`src/rtl/mboot_pkg.sv`:
```
// Shared types and constants for the multiboot request front-end.
// State encoding, default image address map and the image-count ceiling.
package mboot_pkg;

    typedef enum logic [2:0] {
        LOCKOUT,
        IDLE,
        PRESS,
        FIRE,
        WAIT_REL
    } state_t;

    localparam logic [7:0] DEF_IMG_BASE   = 8'h00;
    localparam logic [7:0] DEF_IMG_STRIDE = 8'h0a;
    localparam int         MAX_IMG        = 4;

    // Image address wraps modulo 256 by construction of the 8-bit result.
    function automatic logic [7:0] img_addr(input logic [7:0] base,
                                            input logic [7:0] stride,
                                            input logic [1:0] sel);
        logic [7:0] off;
        off = stride * {6'd0, sel};
        return base + off;
    endfunction

endpackage

```
`src/rtl/key_debounce.sv`:
```
// Two-flop synchronizer plus stability counter for an active-low key.
// Debounced level follows a clean edge after 2 + DEBOUNCE_CYC cycles.
module key_debounce #(
    parameter int DEBOUNCE_CYC = 240000
) (
    input  logic clk,
    input  logic rst,
    input  logic key_n,
    output logic pressed,
    output logic settled
);

    localparam int             CW       = $clog2(DEBOUNCE_CYC + 1);
    localparam logic [CW-1:0]  CNT_LAST = CW'(DEBOUNCE_CYC - 1);

    logic          sync1;
    logic          sync2;
    logic [CW-1:0] cnt;
    logic          level;
    logic          raw_pressed;

    assign raw_pressed = ~sync2;
    assign settled     = (raw_pressed == level);
    assign pressed     = level;

    always_ff @(posedge clk) begin
        if (rst) begin
            sync1 <= 1'b1;
            sync2 <= 1'b1;
            cnt   <= '0;
            level <= 1'b0;
        end else begin
            sync1 <= key_n;
            sync2 <= sync1;
            if (settled) begin
                cnt <= '0;
            end else if (cnt == CNT_LAST) begin
                level <= raw_pressed;
                cnt   <= '0;
            end else begin
                cnt <= cnt + CW'(1);
            end
        end
    end

endmodule

```
`src/rtl/mboot_req_ctrl.sv`:
```
// Key front-end for the multiboot primitive: short press steps the image, long press fires REBOOT_N.
// REBOOT_N falls LONG_CYC cycles after KEY_PRESSED rises and stays low for PULSE_CYC cycles.
module mboot_req_ctrl
    import mboot_pkg::*;
#(
    parameter int         DEBOUNCE_CYC = 240000,
    parameter int         LONG_CYC     = 48000000,
    parameter int         PULSE_CYC    = 24,
    parameter int         NUM_IMG      = 3,
    parameter logic [7:0] IMG_BASE     = DEF_IMG_BASE,
    parameter logic [7:0] IMG_STRIDE   = DEF_IMG_STRIDE
) (
    input  logic       CLK_IN,
    input  logic       RST,
    input  logic       KEY_N,
    output logic       REBOOT_N,
    output logic [7:0] IMAGE_ADDR,
    output logic [1:0] IMG_SEL,
    output logic       KEY_PRESSED,
    output logic       BUSY
);

    localparam int N_IMG = (NUM_IMG < 1) ? 1 : ((NUM_IMG > MAX_IMG) ? MAX_IMG : NUM_IMG);
    localparam int HW    = $clog2(LONG_CYC);
    localparam int PW    = $clog2(PULSE_CYC + 1);

    localparam logic [HW-1:0] HOLD_LAST  = HW'(LONG_CYC - 1);
    localparam logic [HW-1:0] HOLD_MAX   = '1;
    localparam logic [HW-1:0] LOCK_LAST  = HW'(2);
    localparam logic [PW-1:0] PULSE_LAST = PW'(PULSE_CYC - 1);
    localparam logic [1:0]    SEL_LAST   = 2'(N_IMG - 1);

    state_t        state;
    logic [HW-1:0] hold;
    logic [PW-1:0] pulse;
    logic [1:0]    img_sel;
    logic [7:0]    image_addr;
    logic          reboot_n;
    logic          busy;
    logic          pressed;
    logic          settled;

    key_debounce #(
        .DEBOUNCE_CYC(DEBOUNCE_CYC)
    ) u_key_debounce (
        .clk    (CLK_IN),
        .rst    (RST),
        .key_n  (KEY_N),
        .pressed(pressed),
        .settled(settled)
    );

    always_ff @(posedge CLK_IN) begin
        if (RST) begin
            state      <= LOCKOUT;
            hold       <= '0;
            pulse      <= '0;
            img_sel    <= 2'd0;
            image_addr <= IMG_BASE;
            reboot_n   <= 1'b1;
            busy       <= 1'b0;
        end else begin
            if (state != FIRE && state != WAIT_REL)
                image_addr <= img_addr(IMG_BASE, IMG_STRIDE, img_sel);

            case (state)
                // Leave only once the synchronizer has flushed and the key reads released.
                LOCKOUT: begin
                    if (!pressed && settled) begin
                        if (hold == LOCK_LAST) begin
                            state <= IDLE;
                            hold  <= '0;
                        end else begin
                            hold <= hold + HW'(1);
                        end
                    end else begin
                        hold <= '0;
                    end
                end
                // The first pressed cycle already counts towards the hold time.
                IDLE: begin
                    if (pressed) begin
                        state <= PRESS;
                        hold  <= HW'(1);
                    end else begin
                        hold <= '0;
                    end
                end
                PRESS: begin
                    if (hold == HOLD_LAST) begin
                        state    <= FIRE;
                        reboot_n <= 1'b0;
                        busy     <= 1'b1;
                        pulse    <= '0;
                    end else if (!pressed) begin
                        state   <= IDLE;
                        img_sel <= (img_sel == SEL_LAST) ? 2'd0 : img_sel + 2'd1;
                    end else if (hold != HOLD_MAX) begin
                        hold <= hold + HW'(1);
                    end
                end
                FIRE: begin
                    if (pulse == PULSE_LAST) begin
                        reboot_n <= 1'b1;
                        state    <= WAIT_REL;
                    end else begin
                        pulse <= pulse + PW'(1);
                    end
                end
                WAIT_REL: begin
                    if (!pressed) begin
                        state <= IDLE;
                        busy  <= 1'b0;
                    end
                end
                default: state <= LOCKOUT;
            endcase
        end
    end

    assign REBOOT_N    = reboot_n;
    assign IMAGE_ADDR  = image_addr;
    assign IMG_SEL     = img_sel;
    assign KEY_PRESSED = pressed;
    assign BUSY        = busy;

endmodule

```
`config.mk`:
```
export PLATFORM = sky130hd
export DESIGN_NAME = mboot_req_ctrl
export DESIGN_NICKNAME = d
export VERILOG_FILES = /design/src/rtl/mboot_pkg.sv /design/src/rtl/key_debounce.sv /design/src/rtl/mboot_req_ctrl.sv
export SDC_FILE = /design/constraint.sdc
export NUM_CORES = 1
export LEC_CHECK = 0
export BUFFER_PORTS_ARGS = -buffer_cell sky130_fd_sc_hd__buf_4
export CAP_MARGIN = 20
export CORE_UTILIZATION = 35
export CTS_CLUSTER_SIZE = 24
export DETAILED_ROUTE_END_ITERATION = 16
export PLACE_DENSITY = 0.6
export RECOVER_POWER = 25
export SYNTH_ARGS = -nofsm -noshare
export SYNTH_HDL_FRONTEND = slang
export SYNTH_SLANG_ARGS = --single-unit
```
`constraint.sdc`:
```
create_clock -name CLK_IN -period 2.1 [get_ports CLK_IN]
set_input_delay 0.105 -clock CLK_IN [delete_from_list [all_inputs] [get_ports CLK_IN]]
set_output_delay 0.105 -clock CLK_IN [all_outputs]
set_load 0.03 [all_outputs]
```
Yosys cells after proc, flatten, opt, wreduce, memory -nomap -nowiden

Cells that the tools add are included.

Flip-flop bits (word level): 64
Input bits: 3
Word-level logic and storage cells: 82
Output and inout port bits: 13

Add/subtract/negate cells: 4
Mux-type cells: 24
Bitwise operators: 4
Eq/ne operators: 23
Reduce and logical (&&, ||, !) cells: 15
$mul: 1

Operator list:

| kind                                                   | number |
|---|---|
| two-way mux 26 bit                                     | 5 |
| case mux 26 bit (3 select lines)                       | 1 |
| adder 26 x 1 -> 26 bit (second input constant)         | 1 |
| == test 26 x 2 -> 1 bit (second input constant)        | 1 |
| == test 26 bit (second input constant)                 | 1 |
| inequality test 26 bit (second input constant)         | 1 |
| adder 18 x 1 -> 18 bit (second input constant)         | 1 |
| == test 18 bit (second input constant)                 | 1 |
| two-way mux 3 bit                                      | 6 |
| inequality test 2 bit (second input constant)          | 8 |
| case mux 3 bit (5 select lines)                        | 1 |
| AND reduction 3 bit                                    | 4 |
| two-way mux 5 bit                                      | 2 |
| case mux 5 bit (2 select lines)                        | 1 |
| AND reduction 4 bit                                    | 2 |
| == test 3 x 2 -> 1 bit (second input constant)         | 2 |
| adder 5 x 1 -> 5 bit (second input constant)           | 1 |
| == test 5 bit (second input constant)                  | 1 |
| multiplier 3 x 2 -> 5 bit (first input constant)       | 1 |
| two-way mux 1 bit                                      | 5 |
| inequality test 2 x 1 -> 1 bit (second input constant) | 2 |
| NOT 1 bit                                              | 4 |
| case mux 1 bit (2 select lines)                        | 2 |
| nonzero test 2 bit                                     | 2 |
| 14 further kinds                                       | 15 |

Longest topological paths before layout

Gate-level depths: netlist of the first run.

Depth in word-level cells: 5
Depth in mapped cells: 9

Hierarchy

A second synthesis of the first run with hierarchy kept.

Cell total of the unflattened synthesis: 400
Area total of the unflattened synthesis: 3394.5 µm²

Modules (own cells, without submodules):

| module         | area an instance (µm²) | cells each | times used | sequential area each (µm²) |
|---|---|---|---|---|
| mboot_req_ctrl | 2443.6                 | 296        | 1          | 800.8 |
| key_debounce   | 950.9                  | 104        | 1          | 420.4 |

Least setup slack after synthesis of the first run

Ideal clock, no wire load.

Kind: reg2reg
Start point: register u_key_debounce.level (netlist: u_key_debounce.pressed)
End point: register hold[6]
Cell stages (with the launch flop): 10
Path buffers: 2
Data arrival time: 1963 ps
Library setup time: 134 ps
Path slack: 3 ps
Cells stage by stage: dfxtp_1 clkbuf_1 inv_1 ha_1 and2_4 o22ai_2 buf_4 nor2_1 o311ai_0 o31ai_1

Longest elaborated chain between the ends: 4
Elaborated cells between the ends (all ways): 7
Those cells by class: eq/ne (2); mux (2); reduce/logical (3)

RTL lines:

| item                                             | line                 | text |
|---|---|---|
| start: declaration                               | key_debounce.sv:19   | `logic level;` |
| start signal: assignment                         | key_debounce.sv:38   | `level <= raw_pressed;` |
| == test 1 bit or zero test 1 bit (tied branches) | --                   |  |
| logical AND 1 bit                                | mboot_req_ctrl.sv:69 | `if (!pressed && settled) begin` |
| two-way mux 26 bit                               | mboot_req_ctrl.sv:69 |  |
| case mux 26 bit (3 select lines)                 | mboot_req_ctrl.sv:66 | `case (state)` |
| end signal: assignment                           | mboot_req_ctrl.sv:74 | `hold <= hold + HW'(1);` |
| end signal: assignment                           | mboot_req_ctrl.sv:99 | `hold <= hold + HW'(1);` |
| end: declaration                                 | mboot_req_ctrl.sv:34 | `logic [HW-1:0] hold;` |

Parallel ways exist; a longest one is shown, timed or not.
A chain may end at the register's enable or synchronous reset.

Worst setup path in the final report of the first run

Start point: register hold[11]
End point: register hold[6]

Longest elaborated chain between the ends: 4
Elaborated cells between the ends (all ways): 9
Those cells by class: eq/ne (5); mux (3); reduce/logical (1)

RTL lines:

| item                             | line                 | text |
|---|---|---|
| == test 26 x 2 -> 1 bit          | mboot_req_ctrl.sv:70 | `if (hold == LOCK_LAST) begin` |
| two-way mux 26 bit               | mboot_req_ctrl.sv:70 |  |
| two-way mux 26 bit               | mboot_req_ctrl.sv:69 |  |
| case mux 26 bit (3 select lines) | mboot_req_ctrl.sv:66 |  |

Parallel ways exist; a longest one is shown, timed or not.

==> key figures, run 1 <==
Cells and area
  – Post-Layout Cell Count: 605
  – Nets@finish: 480
  – Layout cells sized above 1: 0.2269
  – Core Util, Final: 0.4512
  – Synth-to-layout area growth: 23.18%
  – Fillers: 936
  – Commonest non-fill, non-tap cell in the layout: buf_4
  – Commonest non-fill, non-tap cells in the layout: 53 x buf_4, 50 x dfxtp_1, 46 x nor2_1, 33 x nand2_1, 27 x a21oi_1
  – # diodes: 0

Timing
  – Peak Freq: 506.5 MHz
  – Fin crit share: 0.9401
  – Pins Over Slew Limit: 0
  – Slew margin rel.: 0.6240
  – Min Tclk post-route: 1974 ps
  – Final hold vios: 0
  – Fin Setup TNS: 0 ps
  – Unrepaired setup endpoints after global routing: yes
  – Clock skew: 4.765 ps
  – Actual slew at the worst max-slew pin: approximately 560 ps
  – Final setup viols: 0

Power and ir drop
  – IR drop worst, VDD: approximately 0.00042 V
  – Power density over the cells: 781.4 nW/um2
  – Leak: 1.538 nW

Logic synthesis
  – Compound-gate portion of the synthesized area: 0.1849
  – Post-synth top flop: dfxtp_1
  – Yosys reg bits: 61
  – Top cell type's share of synthesized area: 0.3574
  – Synth Warn #: 0
  – Syn Std Cell Area: 3417 um2
  – Top post-synthesis cells by area: dfxtp_1 36%, nor2_1 5.2%, a21oi_1 4.0%
  – Synth Area in Adders: 0.01831
  – Post-synthesis cell count: 420
  – Seq/Total Area, Yosys: 0.3574
  – Leading area contributor after synthesis: dfxtp_1
  – Async set-reset flop share out of synthesis: 0
  – Syn Area/Cell: 8.136 um2
  – Largest family of logic cells by synthesized area: simple AND/OR/NAND/NOR gates
  – Post-synthesis cell type count: between 60 and 70
  – Post-Synth XOR/XNOR Area: 0.04870
  – EDFF count, synth: 0
  – Post-synthesis mux area share: 0.005859
  – Synth Area in Simple Gates: 0.3263

Setup path
  – CP endpoint kind: flop
  – Crit start category: flop
  – Worst Path Arrival: 2180 ps
  – Worst-path fanout max: 12
  – WS Path Type: flop to flop
  – Worst path required time: 2310 ps

Global routing
  – Vias in the first global route: 3103
  – GR Util met2: 0.2950
  – Global-route wire length before repair: 14900 um
  – Largest net degree at the start of global routing: 31
  – GRT overflow: 0
  – Most Crowded Layer GR: met2
  – Grt met3 use: 0.04577
  – Initial antenna violation count: 0
  – GRT Resource Usage Total: 0.1866
  – Global-route track usage on met1: 0.2473

CTS
  – Worst skew pair latency: about 340 ps
  – Bufs on Longest Clock Path: 2
  – Clock transition at path regs: around 70 ps
  – CTS tree: yes
  – Sink Count: 61
  – H-tree levels: 3
  – TritonCTS Buffers: 9
  – Root buffer cell: clkbuf_8

Place
  – # port buffers: 11
  – RD Place Congestion: ~0.87
  – Hpwl dp: 6240 um
  – Post-Place Cells: 587

Hold path
  – Worst Hold Class: input port to flop

Detailed routing
  – Via count: 3313
  – WL per Instance: 14.69 um
  – Number of vias per cell: 5.476
  – Antenna viol nets, final: 0
  – Drt first-iter violations: 227
  – Residual DRC count: 0
  – First-pass iteration count of the detailed router: 5
  – DRT Wirelength: between 8000 and 9000 um

Run
  – Max-cap violations: 0

Die
  – Die Area: roughly 10000 um2
  – Die width: ~100 um
  – Initial Util: 0.3663
  – I/O pin count: 16
  – Placement Rows: 35
  – Die height: 100.8 um
  – Core Region: 9328 um2

Run status
  – Status: finished, final reports clean
## state kept, by name (all words and copies together), names as in the netlist
signal	cells
hold	26
u_key_debounce.cnt	18
pulse	5
state	3
IMAGE_ADDR	2
IMG_SEL	2
BUSY	1
REBOOT_N	1
u_key_debounce.pressed	1
u_key_debounce.sync1	1
u_key_debounce.sync2	1
## stage by stage
stage	power (W)	instance area, um2	hold WS (ps)	setup slack, ps
2_1_floorplan	0.001852	3428	208.8	2.769
3_3_place_gp	0.002152	3920	289.6	-63.72
6_report	0.003289	4209	154.5	125.7
5_1_grt	0.003447	4209	191.7	-15.44
3_5_place_dp	0.002160	3920	293.5	-220.2
4_1_cts	0.003237	4144	148.5	13.53
## worst max-delay path, stage by stage, from the launching register on
cell and delay, ps:
dfxtp_1 350, nor4_1 340, buf_4 170, nand4_1 140, o22ai_4 220, buf_12 170, nor2_1 50, o311ai_0 270
o31ai_1 110
## worst paths after layout
kind	end	cells after the start	slack, ps	from
max reg2reg	hold[6]	8	130	hold[11]
min reg2reg	u_key_debounce.sync2	1	440	u_key_debounce.sync1
min	pulse[3]	4	150	RST
max	hold[6]	8	130	hold[11]
## final cells by class
class / count / area [um2] / share of cell area
multi-input cells: 325 / 2092 / 0.4970
flip-flops and latches: 61 / 1235 / 0.2934
repair buffers: 68 / 495.5 / 0.1177
well taps: 129 / 161.4 / 0.03835
clock buffers: 11 / 151.4 / 0.03597
clock inverters: 4 / 47.55 / 0.01130
inverters: 7 / 26.28 / 0.006243
## routing by layer
metal	up-vias	wire [um]
li1	1666	-
met1	1541	4266
met2	95	4042
met3	11	470
met4	0	106
met5	-	0
## logic make-up after synthesis
family,count (synthesis)
simple gates,200
compound gates,95
flops,61
buf+inv,37
xor+xnor,19
fa+ha+maj,5
mux,2
other cells,1
## synthesized netlist by cell type (all sizes together), types with 4 or more instances
cell type	n
o21ai	12
nor3	15
buf	17
nand3	26
and4	9
or2	5
inv	7
clkbuf	13
a311oi	4
a21oi	27
a31oi	12
xor2	14
xnor2	5
and2	4
nand2	33
nand4	16
ha	5
nor2	48
nor2b	4
dfxtp	61
o31ai	12
o311ai	10
and3	13
nor4	10
## power by group
| part | internal (W) | switching [W] | total [W] | leakage (nW) |
|---|---|---|---|---|
| sequential | 0.00120 | 0.0000431 | 0.00124 | 0.498 |
| clock | 0.000602 | 0.000457 | 0.00106 | 0.101 |
| combinational | 0.000431 | 0.000561 | 0.000992 | 0.939 |
## timing repair
| action | 4_1_cts | 5_1_grt |
|---|---|---|
| hold buffers | 1 | 0 |
| pin swaps | 0 | 10 |
| endpoints found under the hold margin | 1 | 0 |
| resized for setup | 2 | 32 |
| endpoints found under the setup margin | 18 | 24 |
| setup buffers | 0 | 2 |
(Power assumes the default switching activity.)
==> inputs of run 2 (changes only) <==
Settings changed: ABC_AREA set to 1, TNS_END_PERCENT set to 10.
==> run 2 against run 1 <==
Utilization down 5.0 points. Routed wire length is 0.98% higher. Die area is 10% higher. Final cell count is 24% higher. Register-to-register slack improved by 120 ps. Sequential power hardly changed. Critical path type unchanged. Sequential share of layout area hardly changed. Fmax grew 6.7%. Non-clock buffer count is 44 lower. Clock power hardly changed. Largest cell class unchanged.
==> key figures, run 2 <==
CTS
  – TritonCTS Buffers: 9
  – Sink Count: 61
  – Worst skew pair latency: around 360 ps
  – Bufs on Longest Clock Path: 2
  – Root buffer cell: clkbuf_8
  – Setup bufs post-CTS: 0
  – CTS tree: yes
  – H-tree levels: 3
  – Clock transition at path regs: 90 ps

Cells and area
  – Layout cells sized above 1: 0.1193
  – Post-Layout Cell Count: 748
  – Synth-to-layout area growth: 10.49%
  – Commonest non-fill, non-tap cell in the layout: nand2_1
  – # diodes: 0
  – Largest Register: hold
  – Nets@finish: 615
  – Commonest non-fill, non-tap cells in the layout: 138 x nand2_1, 93 x nor2_1, 80 x inv_1, 59 x dfxtp_1, 48 x nand3_1
  – Largest register FFs: 26
  – Regs by FF count: hold x26, u_key_debounce.cnt x18, pulse x5

Logic synthesis
  – Leading area contributor after synthesis: dfxtp_1
  – Yosys reg bits: 61
  – Post-synth top flop: dfxtp_1
  – Async set-reset flop share out of synthesis: 0
  – Post-synthesis cell type count: 39
  – Count leader, synth: nand2_1
  – Post-synthesis cell count: 588
  – Syn Std Cell Area: 3780 um2
  – Seq/Total Area, Yosys: 0.3231
  – Top cell type's share of synthesized area: 0.3231
  – Top cells by count, synth: 138 x nand2_1, 93 x nor2_1, 80 x inv_1
  – EDFF count, synth: 0
  – Synth Warn #: 0
  – Syn Area/Cell: 6.428 um2
  – Top post-synthesis cells by area: dfxtp_1 32%, nand2_1 14%, nor2_1 9.2%

Global routing
  – Vias in the first global route: 3551
  – GRT Resource Usage Total: 0.1749
  – Global-route wire length before repair: 15860 um
  – Initial antenna violation count: 0
  – Largest net degree at the start of global routing: 20
  – GRT overflow: 0

Setup path
  – Crit start category: flop
  – Worst Path Arrival: 2110 ps
  – CP endpoint kind: flop
  – WS Path Type: flop to flop
  – Worst path required time: 2360 ps
  – Worst-path fanout max: 8

Detailed routing
  – Via count: 3639
  – Number of vias per cell: 4.865
  – Residual DRC count: 0
  – WL per Instance: 12.00 um
  – DRT Wirelength: between 8000 and 9000 um
  – Antenna viol nets, final: 0
  – First-pass iteration count of the detailed router: 5
  – Drt first-iter violations: 200

Timing
  – Clock skew: around 16 ps
  – Fin Setup TNS: 0 ps
  – Min Tclk post-route: 1851 ps
  – Final hold vios: 0
  – Setup slack after layout: about 250 ps
  – Peak Freq: approximately 540 MHz
  – Unrepaired setup endpoints after global routing: no
  – Pins Over Slew Limit: 0
  – Fin crit share: 0.8813
  – Final setup viols: 0

Power and ir drop
  – Leak: around 1.8 nW
  – IR drop worst, VDD: 0.0005482 V
  – Power density over the cells: around 680 nW/um2

Run status
  – Status: finished, final reports clean

Place
  – RD Place Congestion: 0.9322
  – Post-Place Cells: about 730
  – # port buffers: 11
  – Pre-CTS WS: roughly 200 ps
  – Hpwl dp: between 6000 and 7000 um

Die
  – Die Area: 11220 um2
  – Core Region: 10420 um2
  – Initial Util: 0.3629
  – Placement Rows: 37
  – Die width: 105.9 um
  – I/O pin count: 16
  – Die height: ~110 um

Run
  – Max-cap violations: 0

Hold path
  – Worst Hold Class: input port to flop
[run 2: cell families after synthesis]
logic type	share of synthesized area
simple gates	0.4088
buf+inv	0.1202
compound gates	0.1072
flops	0.3231
xor+xnor	0.02317
fa+ha+maj	0.01655
other cells	0.0009921
[run 2: path summary, 6_finish.rpt]
path	start	to	slack [ps]	depth (start not counted)
hold reg to reg	u_key_debounce.sync1	u_key_debounce.sync2	420	1
hold / removal	RST	hold[16]	70	2
setup / recovery	hold[0]	hold[18]	250	11
setup reg to reg	hold[0]	hold[18]	250	11
[run 2: layout make-up]
class	count	area (um2)
multi-input combinational	426	2116
inverter	85	319.1
fill	1124	6240
clock inverter	6	71.32
clock buffer	10	127.6
timing repair buffer	24	148.9
tap	136	170.2
sequential	61	1224
[run 2: timing repair]
item | CTS | global route
endpoints found under the setup margin | 0 | 5
hold endpoints to repair | 1 | 0
hold buffers | 1 | 0
gates resized for setup | 0 | 2
[run 2: metrics by stage]
step	power (W)	hold slack, ps	instance area [um2]	utilization
6_report	0.002840	71.86	4177	0.4010
3_3_place_gp	0.001769	290.2	3999	0.3839
3_5_place_dp	0.001778	294.2	3999	0.3839
5_1_grt	0.002990	86.89	4177	0.4010
2_1_floorplan	0.001643	208.8	3791	-
4_1_cts	0.002863	69.84	4208	0.4040
[run 2: worst max-delay path, cell delays in order, from the launching register on]
cell	delay, ps
dfxtp_2	380
ha_1	180
nand2_1	90
nor2_4	150
nand2_4	100
nor2_4	190
nand3_2	90
nand3_2	180
buf_4	190
nor2_1	40
o21ai_1	110
inv_1	40
[run 2: routing by layer]
layer,global-route usage,part of all wire,vias to the layer above
met5,0,0,-
li1,-,-,1893
met2,0.2894,0.45,83
met3,0.03250,0.048,15
met4,0.07341,0.023,0
met1,0.2227,0.48,1648
[run 2: power breakdown]
group,total (W),leakage (nW),internal (W),switching [W]
clock,0.00108,0.0931,0.000556,0.000524
sequential,0.00123,0.493,0.00119,0.0000418
combinational,0.000528,1.18,0.000185,0.000343
total,0.00284,1.77,0.00193,0.000909
